$ cat src/rtl/ifetch.sv
// rtl/ifetch.sv - instruction fetch unit with a small prefetch queue
//
// Issues one word-address fetch at a time to instruction memory and keeps
// returned words, tagged with their word address, in a DEPTH-entry queue.
// A redirect flushes the queue and restarts fetching at redirect_pc; a
// response still in flight at that moment is absorbed in the DROP state.
//
// Ports:
//   clk, reset                  clock, synchronous active-high reset
//   imem_req, imem_addr         fetch request and its word address
//   imem_gnt                    memory accepted the request this cycle
//   imem_rvalid, imem_rdata     response for the outstanding request
//   redirect, redirect_pc       flush and refetch from a new word address
//   inst_valid, inst, inst_pc   queue head (instruction and its word address)
//   inst_ready                  consumer takes the head when inst_valid is high
//   count                       number of queued entries, 0..DEPTH
module ifetch #(
    parameter int              XLEN     = 32,
    parameter int              DEPTH    = 4,
    parameter logic [XLEN-3:0] RESET_PC = '0
) (
    input  logic                       clk,
    input  logic                       reset,
    output logic                       imem_req,
    output logic [XLEN-3:0]            imem_addr,
    input  logic                       imem_gnt,
    input  logic                       imem_rvalid,
    input  logic [31:0]                imem_rdata,
    input  logic                       redirect,
    input  logic [XLEN-3:0]            redirect_pc,
    output logic                       inst_valid,
    output logic [31:0]                inst,
    output logic [XLEN-3:0]            inst_pc,
    input  logic                       inst_ready,
    output logic [$clog2(DEPTH+1)-1:0] count
);

    localparam int AW = XLEN - 2;
    localparam int PW = $clog2(DEPTH);
    localparam int CW = $clog2(DEPTH + 1);

    typedef enum logic [1:0] {IDLE, REQ, WAIT, DROP} state_t;

    state_t        state;
    logic [AW-1:0] fetch_pc;
    logic [AW-1:0] pend_pc;
    logic [PW-1:0] wr_ptr;
    logic [PW-1:0] rd_ptr;
    logic [31:0]   q_inst [DEPTH];
    logic [AW-1:0] q_pc   [DEPTH];

    logic          pop;
    logic          push;
    logic [CW-1:0] count_next;
    logic          slot_free;

    assign imem_req   = (state == REQ);
    assign imem_addr  = fetch_pc;
    assign inst_valid = (count != '0);
    assign inst       = q_inst[rd_ptr];
    assign inst_pc    = q_pc[rd_ptr];

    assign pop  = inst_valid && inst_ready;
    assign push = (state == WAIT) && imem_rvalid;

    // Occupancy after this cycle's push and pop. A new request is only
    // issued when this leaves a free slot, so the response for it can
    // always be pushed without overflowing.
    always_comb begin
        count_next = count;
        if (push && !pop) begin
            count_next = count + CW'(1);
        end else if (pop && !push) begin
            count_next = count - CW'(1);
        end
        slot_free = (count_next < CW'(DEPTH));
    end

    always_ff @(posedge clk) begin
        if (reset) begin
            state    <= IDLE;
            count    <= '0;
            wr_ptr   <= '0;
            rd_ptr   <= '0;
            fetch_pc <= RESET_PC;
            pend_pc  <= '0;
        end else if (redirect) begin
            // Flush wins over push/pop; a same-cycle pop is killed.
            count    <= '0;
            wr_ptr   <= '0;
            rd_ptr   <= '0;
            fetch_pc <= redirect_pc;
            case (state)
                IDLE:    state <= IDLE;
                REQ:     state <= imem_gnt ? DROP : IDLE;
                WAIT:    state <= imem_rvalid ? IDLE : DROP;
                // The one outstanding response is consumed either way.
                default: state <= imem_rvalid ? IDLE : DROP;
            endcase
        end else begin
            count <= count_next;
            if (push) begin
                wr_ptr <= wr_ptr + PW'(1);
            end
            if (pop) begin
                rd_ptr <= rd_ptr + PW'(1);
            end
            case (state)
                IDLE: begin
                    if (slot_free) begin
                        state <= REQ;
                    end
                end
                REQ: begin
                    if (imem_gnt) begin
                        pend_pc  <= fetch_pc;
                        fetch_pc <= fetch_pc + AW'(1);
                        state    <= WAIT;
                    end
                end
                WAIT: begin
                    if (imem_rvalid) begin
                        state <= slot_free ? REQ : IDLE;
                    end
                end
                default: begin
                    if (imem_rvalid) begin
                        state <= IDLE;
                    end
                end
            endcase
        end
    end

    // Queue storage needs no reset: entries are only read when counted.
    always_ff @(posedge clk) begin
        if (!reset && !redirect && push) begin
            q_inst[wr_ptr] <= imem_rdata;
            q_pc[wr_ptr]   <= pend_pc;
        end
    end

endmodule

$ cat config.mk
export PLATFORM = sky130hd
export DESIGN_NAME = ifetch
export DESIGN_NICKNAME = d
export VERILOG_FILES = /design/src/rtl/ifetch.sv
export SDC_FILE = /design/constraint.sdc
export NUM_CORES = 1
export LEC_CHECK = 0
export BUFFER_PORTS_ARGS = -buffer_cell sky130_fd_sc_hd__buf_2
export CAP_MARGIN = 20
export CORE_MARGIN = 2
export CORE_UTILIZATION = 45
export DETAILED_ROUTE_END_ITERATION = 7
export PLACE_DENSITY = 0.72
export SLEW_MARGIN = 20
export SYNTH_ARGS = -nofsm -noshare
export SYNTH_HDL_FRONTEND = slang
export SYNTH_SLANG_ARGS = --single-unit
$ cat constraint.sdc
create_clock -name clk -period 3.41 [get_ports clk]
set_input_delay 0.1705 -clock clk [delete_from_list [all_inputs] [get_ports clk]]
set_output_delay 0.1705 -clock clk [all_outputs]
set_load 0.005 [all_outputs]
After elaboration in Yosys (flattened, before gate mapping)
Memory sizes are Yosys's and may differ from the RTL's. A register that Yosys moved wholly into a read port is not among the register bits.
Index checks and enable logic that the tools add are counted.
{"block": "word_totals", "register_bits": 69, "ramBits": 248, "input_bits": 68, "elab_cells": 60, "n_memories": 2}
{"memory": "q_inst", "words": 4, "width": 32, "read_ports": 1, "rd_ports_with_merged_regs": 1, "wr": 1, "line_no": "49", "source": "logic [31:0] q_inst [DEPTH];"}
{"memory": "q_pc", "words": 4, "width": 30, "read_ports": 1, "rd_ports_with_merged_regs": 1, "wr": 1, "line_no": "50", "source": "logic [AW-1:0] q_pc [DEPTH];"}
{"block": "op_classes", "addsub": 5, "order_cmp": 1, "eq_ne": 5, "n_mux": 21, "bitwise_logic": 1, "n_reduce_logical": 19}
{"operator": "30-bit 2-to-1 mux", "count": 3}
{"operator": "30-bit by 1-bit adder with 30-bit output (second input constant)", "count": 1}
{"operator": "2-bit 2-to-1 mux", "count": 11}
{"operator": "1-bit logical AND", "count": 6}
{"operator": "3-bit 2-to-1 mux", "count": 2}
{"operator": "3-bit != test (second input constant)", "count": 2}
{"operator": "2-bit case mux with 3 select lines", "count": 1}
{"operator": "2-bit by 1-bit adder with 2-bit output (second input constant)", "count": 2}
{"operator": "1-bit zero test", "count": 4}
{"operator": "2-bit case mux with 2 select lines", "count": 1}
{"operator": "4-bit AND reduction", "count": 1}
{"operator": "2-bit nonzero test", "count": 2}
{"operator": "4-bit nonzero test", "count": 1}
{"operator": "3-bit by 1-bit adder with 3-bit output (second input constant)", "count": 1}
{"operator": "3-bit less-than comparator (second input constant)", "count": 1}
{"operator": "1-bit 2-to-1 mux", "count": 3}
{"operator": "3-bit by 1-bit != test with 1-bit output (second input constant)", "count": 1}
{"operator": "3-bit AND reduction", "count": 1}
{"operator": "3-bit nonzero test", "count": 1}
{"operator": "3-bit by 1-bit subtractor with 3-bit output (second input constant)", "count": 1}
{"operator": "2-bit by 1-bit equality test with 1-bit output (second input constant)", "count": 1}
{"operator": "2-bit equality test (second input constant)", "count": 1}
{"operator": "2-bit zero test", "count": 1}
{"operator": "2-bit AND reduction", "count": 1}
{"operator": "other kinds (2)", "count": 2}

Depth between registers and ports, before layout
Gate-level depths: netlist (run 1).
{"block": "depth", "depth_word": 11, "mapped_depth": 10}

Worst setup path after synthesis (run 1)
No wires, ideal clock.
{"block": "synth_path", "path_kind": "input-to-reg", "startpoint": "input port reset", "endpoint": "memory q_inst[0][0] (enable)", "setup_time_ns": 0.427, "arrival_time_ns": 2.400, "path_slack_ns": 0.584, "path_stages": 5, "n_path_buf": 2, "cell_sequence": "buf_2 -> or2_2 -> clkbuf_1 -> nor2_1 -> and2_1"}
{"block": "synth_between", "elab_chain_cells": 5}
{"element": "start, declared", "line_no": "23", "source": "input logic reset,"}
{"element": "1-bit zero test", "line_no": "137", "source": "if (!reset && !redirect && push) begin"}
{"element": "1-bit logical AND (2 in series)", "line_no": "137"}
{"element": "1-bit 2-to-1 mux", "line_no": "137"}
{"element": "1-bit 2-to-1 mux (not written as such)", "line_no": "138", "source": "q_inst[wr_ptr] <= imem_rdata;"}
{"element": "end, declared", "line_no": "49"}
Every way passes these cells.

==> results.py, run 1 <==
metrics = {
    "power": {
        "power.share.clock": 0.419,
        "power_density_nw_per_um2": 517,
        "internal_power_w": 0.00624,
        "power.switching_w": 0.00158,
        "peakVddDrop_mv": 0.324,
        "swShare": 0.202,
        "comb_power_share": 0.036,
        "leakage_power_nw": 4.81,
        "pwr-share-seq": 0.545,
    },
    "drt": {
        "drt-initial-drc-count": 577,
        "routedLengthMet1_mm": 11.5,
        "vias_per_cell": 5.40,
        "routed-wl-met2_mm": 11.9,
        "drt.antenna.violating_nets": 0,
        "drc": 0,
        "drt_pass1_iterations": 5,
        "route.met3.wl_mm": 1.45,
        "dr_total_vias": 7163,
        "drt_wl_total_mm": 25.1,
        "drt-wirelength-per-cell_um": 18.9,
        "maxUsedRoutingLayer": "met4",
    },
    "synth": {
        "synth_common_cells": "248 x edfxtp_1, 76 x nand2_1, 71 x dfxtp_1, 62 x mux4_2, 39 x nor2_1",
        "synthesized_cell_area_um2": 12300,
        "synthesis.instances": 729,
        "ys_ff_latch": 319,
        "count_of_flip_flops_with_a_built_in_enable_after_synthesis": 248,
        "synth_top_cell_area_share": 0.608,
        "synth.distinct_cells": 47,
        "synth_most_common_cell": "edfxtp_1",
        "yosys.area.top_type": "edfxtp_1",
        "synth.yosys.warnings": 0,
        "ys_top_cells_by_area": "edfxtp_1 61%, dfxtp_1 12%, mux4_2 11%, nand2_1 2.3%, a21oi_1 1.3%",
        "synth-seq-area-share": 0.724,
        "syn-mean-instance-area_um2": 16.8,
        "synth_nets": 807,
        "asyncSetResetFlopFracSynth": 0,
        "dominantRegCellSynth": "edfxtp_1",
    },
    "sta": {
        "finalHoldWorstSlack_ns": 0.0435,
        "setup-violations-final": 0,
        "clock_skew_ns": 0.00902,
        "slew_viol_final": 0,
        "final.min_clock_period_ns": 2.48,
        "clock.fmax_mhz": 403,
        "max-slew-margin-rel": 0.374,
        "report.final.hold_viol_count": 0,
        "tns_ns": 0,
        "fin_crit_sh": 0.728,
        "grt_setup_unrepaired": "false",
        "worst_slew_pin_tran_ns": 0.939,
    },
    "place": {
        "numPortBuffers": 164,
        "detailed_place_hpwl_mm": 15.7,
        "gp_routability_congestion": 0.802,
    },
    "setup_path": {
        "crit_type": "flip-flop to primary output",
        "worst_path_dominant_cell_family": "flip-flops",
        "critical_path_required_ns": 3.24,
        "end_kind": "primary output",
        "critPathLaunchType": "flip-flop",
        "critical_path_buf_inv_count": 2,
        "r2r_slack_ns": 1.03,
        "slowest_stage": "dfxtp_4",
        "cp_cell_sequence": "buf_4, mux4_2, buf_2",
        "crit_fanout": 26,
        "rr_startpoint": "imem_addr[2]$_SDFFE_PP0P_",
        "critical-path-max-stage-delay_ns": 0.69,
        "cp_data_arrival_time_ns": 2.31,
    },
    "die": {
        "core_area_um2": 26900,
        "dieHeight_um": 169,
        "die_w_um": 169,
        "io_pins": 165,
        "die_footprint_um2": 28600,
        "initial_core_util": 0.456,
        "total_number_of_placement_rows": 60,
    },
    "global_route": {
        "groute.usage.overall": 0.175,
        "overflow": 0,
        "grt_antenna_before_repair": 0,
        "first_global_vias": 7234,
        "first_pass_grt_wire_length_mm": 39.2,
        "grt_start_max_net_pins": 63,
    },
    "layout": {
        "signed_area_change_from_the_synthesized_netlist_to_the_final_layout_pct": 23.5,
        "antenna_cells_inserted": 0,
        "nFillCells": 2061,
        "layout.nets": 1042,
        "post_route_cells_drive_above_1_share": 0.303,
        "fin_util": 0.563,
    },
    "clock_tree": {
        "cts-root-to-sink-buffers": 3,
        "clk_pin_slew_worst_paths_ns": 0.06,
        "cts-buffers-inserted": 31,
        "cts_tree": "yes",
        "clkSinkCount": 319,
        "cell_at_the_root_of_the_clock_tree": "clkbuf_16",
        "post_cts_setup_buffer_count": 0,
        "clk_latency_worst_skew_pair_ns": 0.56,
        "cts.htree.levels": 1,
    },
    "hold_path": {
        "hold_path.class": "input pin to flip-flop",
        "min_from": "inst_ready",
    },
    "run": {
        "max_cap_violations": 0,
    },
    "run_status": {
        "run_status": "complete, no violations",
    },
}
-- path summary, 6_finish.rpt --
kind,end,cells after the start
worst min register to register,pend_pc[1]$_SDFFE_PP0P_,2
worst min-delay path,rd_ptr[1]$_SDFFE_PP0P_,4
worst max register to register,imem_addr[23]$_SDFFE_PP0P_,4
worst max-delay path,inst_pc[12],3
-- layout make-up --
type,instances,area [um^2],area share
flip-flops and latches,319,8880,0.586
multi-input cells,360,3190,0.211
repair buffers,242,1630,0.108
clock buffers,41,845,0.0558
well taps,341,427,0.0282
clock inverters,13,134,0.00884
inverters,10,37.5,0.00248
-- cell usage in the layout (no fill, tap or decap), types with 9 or more instances in the layout --
master / netlist / routed
buf_4: 1 / 9
ha_1: 10 / 10
buf_2: 3 / 164
edfxtp_1: 248 / 248
a211oi_1: 12 / 12
dlygate4sd3_1: 0 / 64
dfxtp_1: 71 / 69
nand3_1: 12 / 12
inv_1: 9 / 9
a311oi_1: 18 / 18
mux4_2: 62 / 62
a21oi_1: 33 / 33
clkbuf_16: 0 / 32
nor2_1: 39 / 38
o31ai_1: 15 / 15
nand2_1: 76 / 76
or4_1: 16 / 16
-- through the flow --
step | cells | setup WS, ns | total power, W | cell area, um^2
finish | 1326 | 0.928 | 0.00782 | 15100
detailed placement | 1208 | 1.08 | 0.00457 | 13500
global placement | 1208 | 1.12 | 0.00456 | 13500
CTS | 1326 | 0.832 | 0.00788 | 15100
floorplan | 729 | 0.584 | 0.00444 | 12300
global route | 1326 | 0.757 | 0.00807 | 15100
-- per-layer routing --
layer	vias to the layer above	GRT usage
li1	3357	-
met1	3522	0.252
met2	261	0.285
met3	23	0.0313
met4	0	0.0316
met5	-	0
-- worst reg2reg max path, delay by kind of cell (launching register included) --
kind / cells / cell delay (ns)
compound gates: 1 / 0.27
simple gates: 3 / 1.50
flops: 1 / 0.51
-- sequential cells by signal, indices dropped and copies added (netlist names), named ones only --
signal,count
count,3
imem_addr,30
pend_pc,30
q_inst,128
q_pc,120
rd_ptr,2
state,2
wr_ptr,2
-- logic make-up (layout without fill, tap and decap cells) --
group / count (synthesis) / count (layout) / share of synthesized area
AOI/OAI and AO/OA: 91 / 91 / 0.0495
DFF: 319 / 319 / 0.724
muxes: 63 / 63 / 0.115
adders and majority gates: 10 / 10 / 0.0102
xor gates and xnor gates: 14 / 14 / 0.0100
buffers and inverters: 50 / 306 / 0.0172
and+or+nand+nor: 182 / 182 / 0.0747
-- repair_timing --
item / CTS / global route
gates resized for setup: 0 / 0
hold buffers: 64 / 0
hold endpoints to repair: 162 / 0
endpoints found under the setup margin: 0 / 0
-- power groups by stage --
stage / combinational, W / clock (W) / sequential (W)
2_1_floorplan: 0.000108 / 0 / 0.00433
3_3_place_gp: 0.000220 / 0 / 0.00434
3_5_place_dp: 0.000221 / 0 / 0.00434
4_1_cts: 0.000280 / 0.00333 / 0.00426
5_1_grt: 0.000311 / 0.00349 / 0.00427
6_report: 0.000283 / 0.00328 / 0.00426
(Power assumes the default switching activity.)
==> inputs of run 2 (changes only) <==
Settings changed: PLACE_DENSITY 0.72 to 0.74.
Clock period 3.41 ns to 2 ns, I/O delays scaled along.
==> run 2 against run 1 <==
Effect of this change: the flow now finishes with violations (negative setup slack); critical path depth is 2 higher; clock-buffer cell count is 3 higher; sequential power is 70% higher; wire length is 11% higher; global-route usage is 1.0 points higher; first-iteration DRC count is 5.9% lower; critical path type is now flip-flop to flip-flop; critical endpoint is now imem_addr[22]$_SDFFE_PP0P_; largest power group unchanged.
==> results.py, run 2 (same netlist as run 1, synthesis figures left out) <==
metrics = {
    "run_status": {
        "run_status": "complete, but fails checks",
        "failing_checks": "negative setup slack",
    },
    "clock_tree": {
        "clk_pin_slew_worst_paths_ns": 0.06,
        "cell_at_the_root_of_the_clock_tree": "clkbuf_16",
        "clk_latency_worst_skew_pair_ns": 0.50,
        "cts_tree": "yes",
        "cts.htree.levels": 2,
        "cts-root-to-sink-buffers": 3,
        "clkSinkCount": 319,
        "cts-buffers-inserted": 34,
    },
    "power": {
        "total_power_w": 0.0140,
        "power_density_nw_per_um2": 857,
        "leakage_power_nw": 5.36,
        "peakVddDrop_mv": 0.429,
    },
    "sta": {
        "final.min_clock_period_ns": 2.05,
        "setup-violations-final": 6,
        "max-slew-margin-rel": 0.535,
        "worst_slew_pin_tran_ns": 0.698,
        "clock.fmax_mhz": 488,
        "finalHoldWorstSlack_ns": 0.173,
        "worst_slack_ns": -0.0491,
        "fin_crit_sh": 1.02,
        "grt_setup_unrepaired": "true",
        "slew_viol_final": 0,
        "report.final.hold_viol_count": 0,
        "clock_skew_ns": 0.0111,
    },
    "setup_path": {
        "rr_startpoint": "imem_addr[5]$_SDFFE_PP0P_",
        "reg2regPathDepth": 5,
        "worstSetupStartpoint": "imem_addr[5]$_SDFFE_PP0P_",
        "slowest_stage": "or4_4",
        "crit_cells": 5,
        "cp_data_arrival_time_ns": 2.45,
        "cp_cell_sequence": "nand4_4, or4_4, buf_8, or4_1, a311oi_1",
        "crit_fanout": 5,
        "worst_path_dominant_cell_family": "simple AND/OR/NAND/NOR gates",
        "critPathLaunchType": "flip-flop",
        "end_kind": "flip-flop",
        "crit_type": "flip-flop to flip-flop",
        "critical_path_buf_inv_count": 1,
        "critical_path_required_ns": 2.40,
        "critical-path-max-stage-delay_ns": 0.55,
    },
    "drt": {
        "drt.antenna.violating_nets": 0,
        "vias_per_cell": 5.44,
        "drt_wl_total_mm": 27.8,
        "drt-initial-drc-count": 543,
        "drt-wirelength-per-cell_um": 19.9,
        "drc": 0,
        "dr_total_vias": 7588,
        "drt_pass1_iterations": 5,
    },
    "layout": {
        "fin_util": 0.606,
        "reg.largest.list": "q_inst x128, q_pc x120",
        "post_route_cells_drive_above_1_share": 0.380,
        "mostFrequentLayoutCells": "248 x edfxtp_1, 157 x buf_2, 73 x nand2_1",
        "layout.nets": 1108,
        "top_register": "q_inst",
        "flip_flop_count_of_the_largest_register_all_copies_and_words_added": 128,
        "signed_area_change_from_the_synthesized_netlist_to_the_final_layout_pct": 32.9,
        "final_common_cell": "edfxtp_1",
        "antenna_cells_inserted": 0,
        "final_area_um2": 16300,
    },
    "global_route": {
        "grt_start_max_net_pins": 63,
        "grt_antenna_before_repair": 0,
        "first_pass_grt_wire_length_mm": 40.9,
        "groute.usage.overall": 0.185,
        "first_global_vias": 7456,
        "overflow": 0,
    },
    "die": {
        "io_pins": 165,
        "dieHeight_um": 169,
        "core_area_um2": 26900,
        "total_number_of_placement_rows": 60,
        "initial_core_util": 0.456,
        "die_footprint_um2": 28600,
        "die_w_um": 169,
    },
    "place": {
        "numPortBuffers": 164,
        "detailed_place_hpwl_mm": 16.4,
        "gp_routability_congestion": 0.857,
        "placed_cell_area_um2": 14000,
    },
    "hold_path": {
        "min_path_cells": 4,
        "min_from": "imem_gnt",
        "hold_path.class": "input pin to flip-flop",
    },
    "run": {
        "max_cap_violations": 0,
    },
}
==> run 2: layout make-up <==
cell class | instances | area (um^2)
timing repair buffer | 303 | 2520
fill | 1984 | 10600
sequential | 319 | 8890
multi-input combinational | 362 | 3310
inverter | 10 | 37.5
tap | 341 | 427
clock buffer | 44 | 952
clock inverter | 17 | 146
==> run 2: per-stage QoR <==
stage | setup slack [ns] | TNS (ns) | cells
after floorplan | -0.0791 | -19.65 | 729
after global placement | 0.0102 | 0 | 1250
after detailed placement | -0.0507 | -0.166 | 1250
after CTS | -0.0555 | -1.27 | 1385
after global routing | -0.0985 | -1.75 | 1396
final | -0.0491 | -0.101 | 1396
==> run 2: layer usage <==
metal  up-vias  share of wire  track usage
li1       3496              -            -
met4         0          0.020       0.0483
met2       296           0.48        0.302
met1      3752           0.44        0.259
met3        44          0.063       0.0348
met5         -              0            0
==> run 2: final timing paths <==
path	endpoint	slack, ns
setup / recovery	imem_addr[22]$_SDFFE_PP0P_	-0.05
hold / removal	state[0]$_SDFFE_PP0P_	0.17
setup reg to reg	imem_addr[22]$_SDFFE_PP0P_	-0.05
hold reg to reg	pend_pc[9]$_SDFFE_PP0P_	0.50
==> run 2: power by group <==
part	leakage, nW	switching, W	internal [W]
clock	0.536	0.00246	0.00364
combinational	2.22	0.000313	0.000321
sequential	2.61	0.0000591	0.00717
total	5.36	0.00283	0.0111
==> run 2: worst reg2reg max path, stage by stage (launching register included) <==
cell      delay (ns)
dfxtp_2         0.35
nand4_4         0.13
or4_4           0.55
buf_8           0.16
or4_1           0.48
a311oi_1        0.29
==> run 2: repair_timing <==
action                     CTS  global route
pin swaps                    2            12
gates cloned                 4             7
buffers inserted             4             4
hold endpoints to repair   169             0
setup endpoints to repair   50            67
hold buffers                66             0
resized for setup           13            30
==> inputs of run 3 (changes only) <==
Settings changed: ABC_AREA from default to 1, TNS_END_PERCENT from default to 50.
==> run 3 against run 2 <==
Effect of this change: the flow now finishes without violations; critical path depth decreased by 1; power down 1.6%; combinational power is 4.3% lower; die area is 5.4% higher; hold slack worse by 0.16 ns; clock skew increased by 0.010 ns; sequential share of layout area grew 0.48 points; register-to-register slack better by 0.25 ns; largest cell class unchanged.
==> results.py, run 3 <==
metrics = {
    "run_status": {
        "run_status": "complete, no violations",
    },
    "sta": {
        "max-slew-margin-rel": 0.515,
        "slew_viol_final": 0,
        "clock_skew_ns": 0.0213,
        "fin_crit_sh": 0.967,
        "grt_setup_unrepaired": "true",
        "tns_ns": 0,
        "clock.fmax_mhz": 517,
        "report.final.hold_viol_count": 0,
        "final.min_clock_period_ns": 1.93,
        "setup-violations-final": 0,
        "worst_slew_pin_tran_ns": 0.726,
    },
    "synth": {
        "synth.distinct_cells": 35,
        "ys_top_cells_by_area": "edfxtp_1 58%, dfxtp_1 11%, o21ai_0 6.3%, nor2_1 5.9%, nand2_1 4.2%",
        "dominantRegCellSynth": "edfxtp_1",
        "yosys.area.top_type": "edfxtp_1",
        "synthesis.instances": 1185,
        "asyncSetResetFlopFracSynth": 0,
        "synth_common_cells": "248 x edfxtp_1, 205 x nor2_1, 164 x o21ai_0, 144 x nand2_1, 71 x dfxtp_1",
        "count_of_flip_flops_with_a_built_in_enable_after_synthesis": 248,
        "synth_most_common_cell": "edfxtp_1",
        "syn-mean-instance-area_um2": 10.9,
        "synth_top_cell_area_share": 0.576,
        "synth_nets": 1263,
        "synth-seq-area-share": 0.686,
        "synth.yosys.warnings": 0,
        "synthesized_cell_area_um2": 12900,
        "ys_ff_latch": 319,
    },
    "die": {
        "core_area_um2": 28500,
        "dieHeight_um": 174,
        "io_pins": 165,
        "initial_core_util": 0.454,
        "die_footprint_um2": 30100,
        "total_number_of_placement_rows": 62,
        "die_w_um": 174,
    },
    "clock_tree": {
        "clk_latency_worst_skew_pair_ns": 0.51,
        "clk_pin_slew_worst_paths_ns": 0.06,
        "cts.htree.levels": 2,
        "clkSinkCount": 319,
        "cts-buffers-inserted": 34,
        "cell_at_the_root_of_the_clock_tree": "clkbuf_16",
        "cts_tree": "yes",
        "cts-root-to-sink-buffers": 3,
    },
    "power": {
        "swShare": 0.210,
        "power_density_nw_per_um2": 852,
        "total_power_w": 0.0137,
        "peakVddDrop_mv": 0.627,
        "power.share.clock": 0.424,
        "power.switching_w": 0.00288,
        "leakage_power_nw": 5.74,
        "comb_power_share": 0.044,
        "internal_power_w": 0.0108,
        "pwr-share-seq": 0.531,
    },
    "layout": {
        "final_common_cell": "edfxtp_1",
        "flip_flop_count_of_the_largest_register_all_copies_and_words_added": 128,
        "post_route_cells_drive_above_1_share": 0.197,
        "signed_area_change_from_the_synthesized_netlist_to_the_final_layout_pct": 24.6,
        "layout.nets": 1491,
        "final_area_um2": 16100,
        "mostFrequentLayoutCells": "248 x edfxtp_1, 201 x nor2_1, 164 x buf_2",
        "antenna_cells_inserted": 0,
        "reg.largest.list": "q_inst x128, q_pc x120",
        "top_register": "q_inst",
    },
    "global_route": {
        "overflow": 0,
        "first_global_vias": 9430,
        "grt_start_max_net_pins": 63,
        "first_pass_grt_wire_length_mm": 50.2,
        "grt_antenna_before_repair": 0,
        "groute.usage.overall": 0.208,
    },
    "drt": {
        "drt_wl_total_mm": 31.8,
        "drt-wirelength-per-cell_um": 17.5,
        "dr_total_vias": 9628,
        "vias_per_cell": 5.28,
        "drt.antenna.violating_nets": 0,
        "drt_pass1_iterations": 5,
        "drc": 0,
        "drt-initial-drc-count": 880,
    },
    "setup_path": {
        "crit_type": "flip-flop to primary output",
        "crit_fanout": 62,
        "critPathLaunchType": "flip-flop",
        "cp_data_arrival_time_ns": 1.83,
        "critical_path_required_ns": 1.90,
        "end_kind": "primary output",
    },
    "hold_path": {
        "hold_path.class": "input pin to flip-flop",
    },
    "place": {
        "numPortBuffers": 164,
        "placed_cell_area_um2": 14300,
        "detailed_place_hpwl_mm": 18.9,
        "gp_routability_congestion": 0.900,
    },
    "run": {
        "max_cap_violations": 0,
    },
}
-- run 3: per-layer routing --
metal  GRT usage  up-vias  part of all wire
met2       0.347      342              0.47
li1            -     4634                 -
met5           0        -                 0
met4      0.0498        0             0.018
met1       0.286     4599              0.45
met3      0.0355       53             0.063
-- run 3: layout make-up --
class | count | area (um^2)
multi-input cells | 733 | 3600
clock inverters | 16 | 124
repair buffers | 255 | 1840
clock buffers | 45 | 917
flip-flops and latches | 319 | 8880
inverters | 70 | 273
fillers | 2398 | 12400
well taps | 384 | 480
-- run 3: critical path, cell delays in order, from the launching register on --
cell and delay, ns:
dfxtp_4 0.44, buf_16 0.27, o21ai_0 0.14, o22ai_1 0.28, buf_2 0.18
-- run 3: power by group through the flow --
| stage | Sequential [W] | Combinational [W] | Clock (W) |
|---|---|---|---|
| floorplan | 0.00741 | 0.000265 | 0 |
| global placement | 0.00743 | 0.000483 | 0 |
| detailed placement | 0.00743 | 0.000494 | 0 |
| CTS | 0.00729 | 0.000598 | 0.00595 |
| global route | 0.00731 | 0.000667 | 0.00621 |
| finish | 0.00730 | 0.000606 | 0.00583 |
-- run 3: cell families after synthesis --
family	after synthesis	share of synthesized area
AO/OA/AOI/OAI	293	0.123
XOR/XNOR	4	0.00271
adder cells (fa/ha/maj)	10	0.00967
buffers and inverters	133	0.0424
flip-flops	319	0.686
AND/OR/NAND/NOR	426	0.137
-- run 3: final timing paths --
path / startpoint / endpoint / slack, ns / depth (start not counted)
max: flip-flop / inst_pc[22] / 0.07 / 4
min reg2reg: rd_ptr[0]$_SDFFE_PP0P_ / rd_ptr[0]$_SDFFE_PP0P_ / 0.47 / 1
max reg2reg: count[1]$_SDFFE_PP0P_ / state[0]$_SDFFE_PP0P_ / 0.20 / 15
min: redirect / rd_ptr[0]$_SDFFE_PP0P_ / 0.01 / 4
-- run 3: through the flow --
stage / utilization / instances / setup WS, ns / hold WS, ns
final: 0.566 / 1822 / 0.0650 / 0.0148
after global routing: 0.566 / 1822 / -0.0169 / 0.0357
after CTS: 0.565 / 1822 / 0.00699 / 0.00191
after detailed placement: 0.504 / 1696 / 0.138 / 0.320
after global placement: 0.504 / 1696 / 0.224 / 0.313
after floorplan: - / 1185 / -0.0736 / 0.199
-- run 3: what timing repair did --
action / in CTS / in global routing
gates cloned: 1 / 0
hold buffers: 64 / 0
endpoints found under the hold margin: 160 / 0
gates resized for setup: 4 / 17
endpoints found under the setup margin: 18 / 20
buffers inserted: 0 / 0
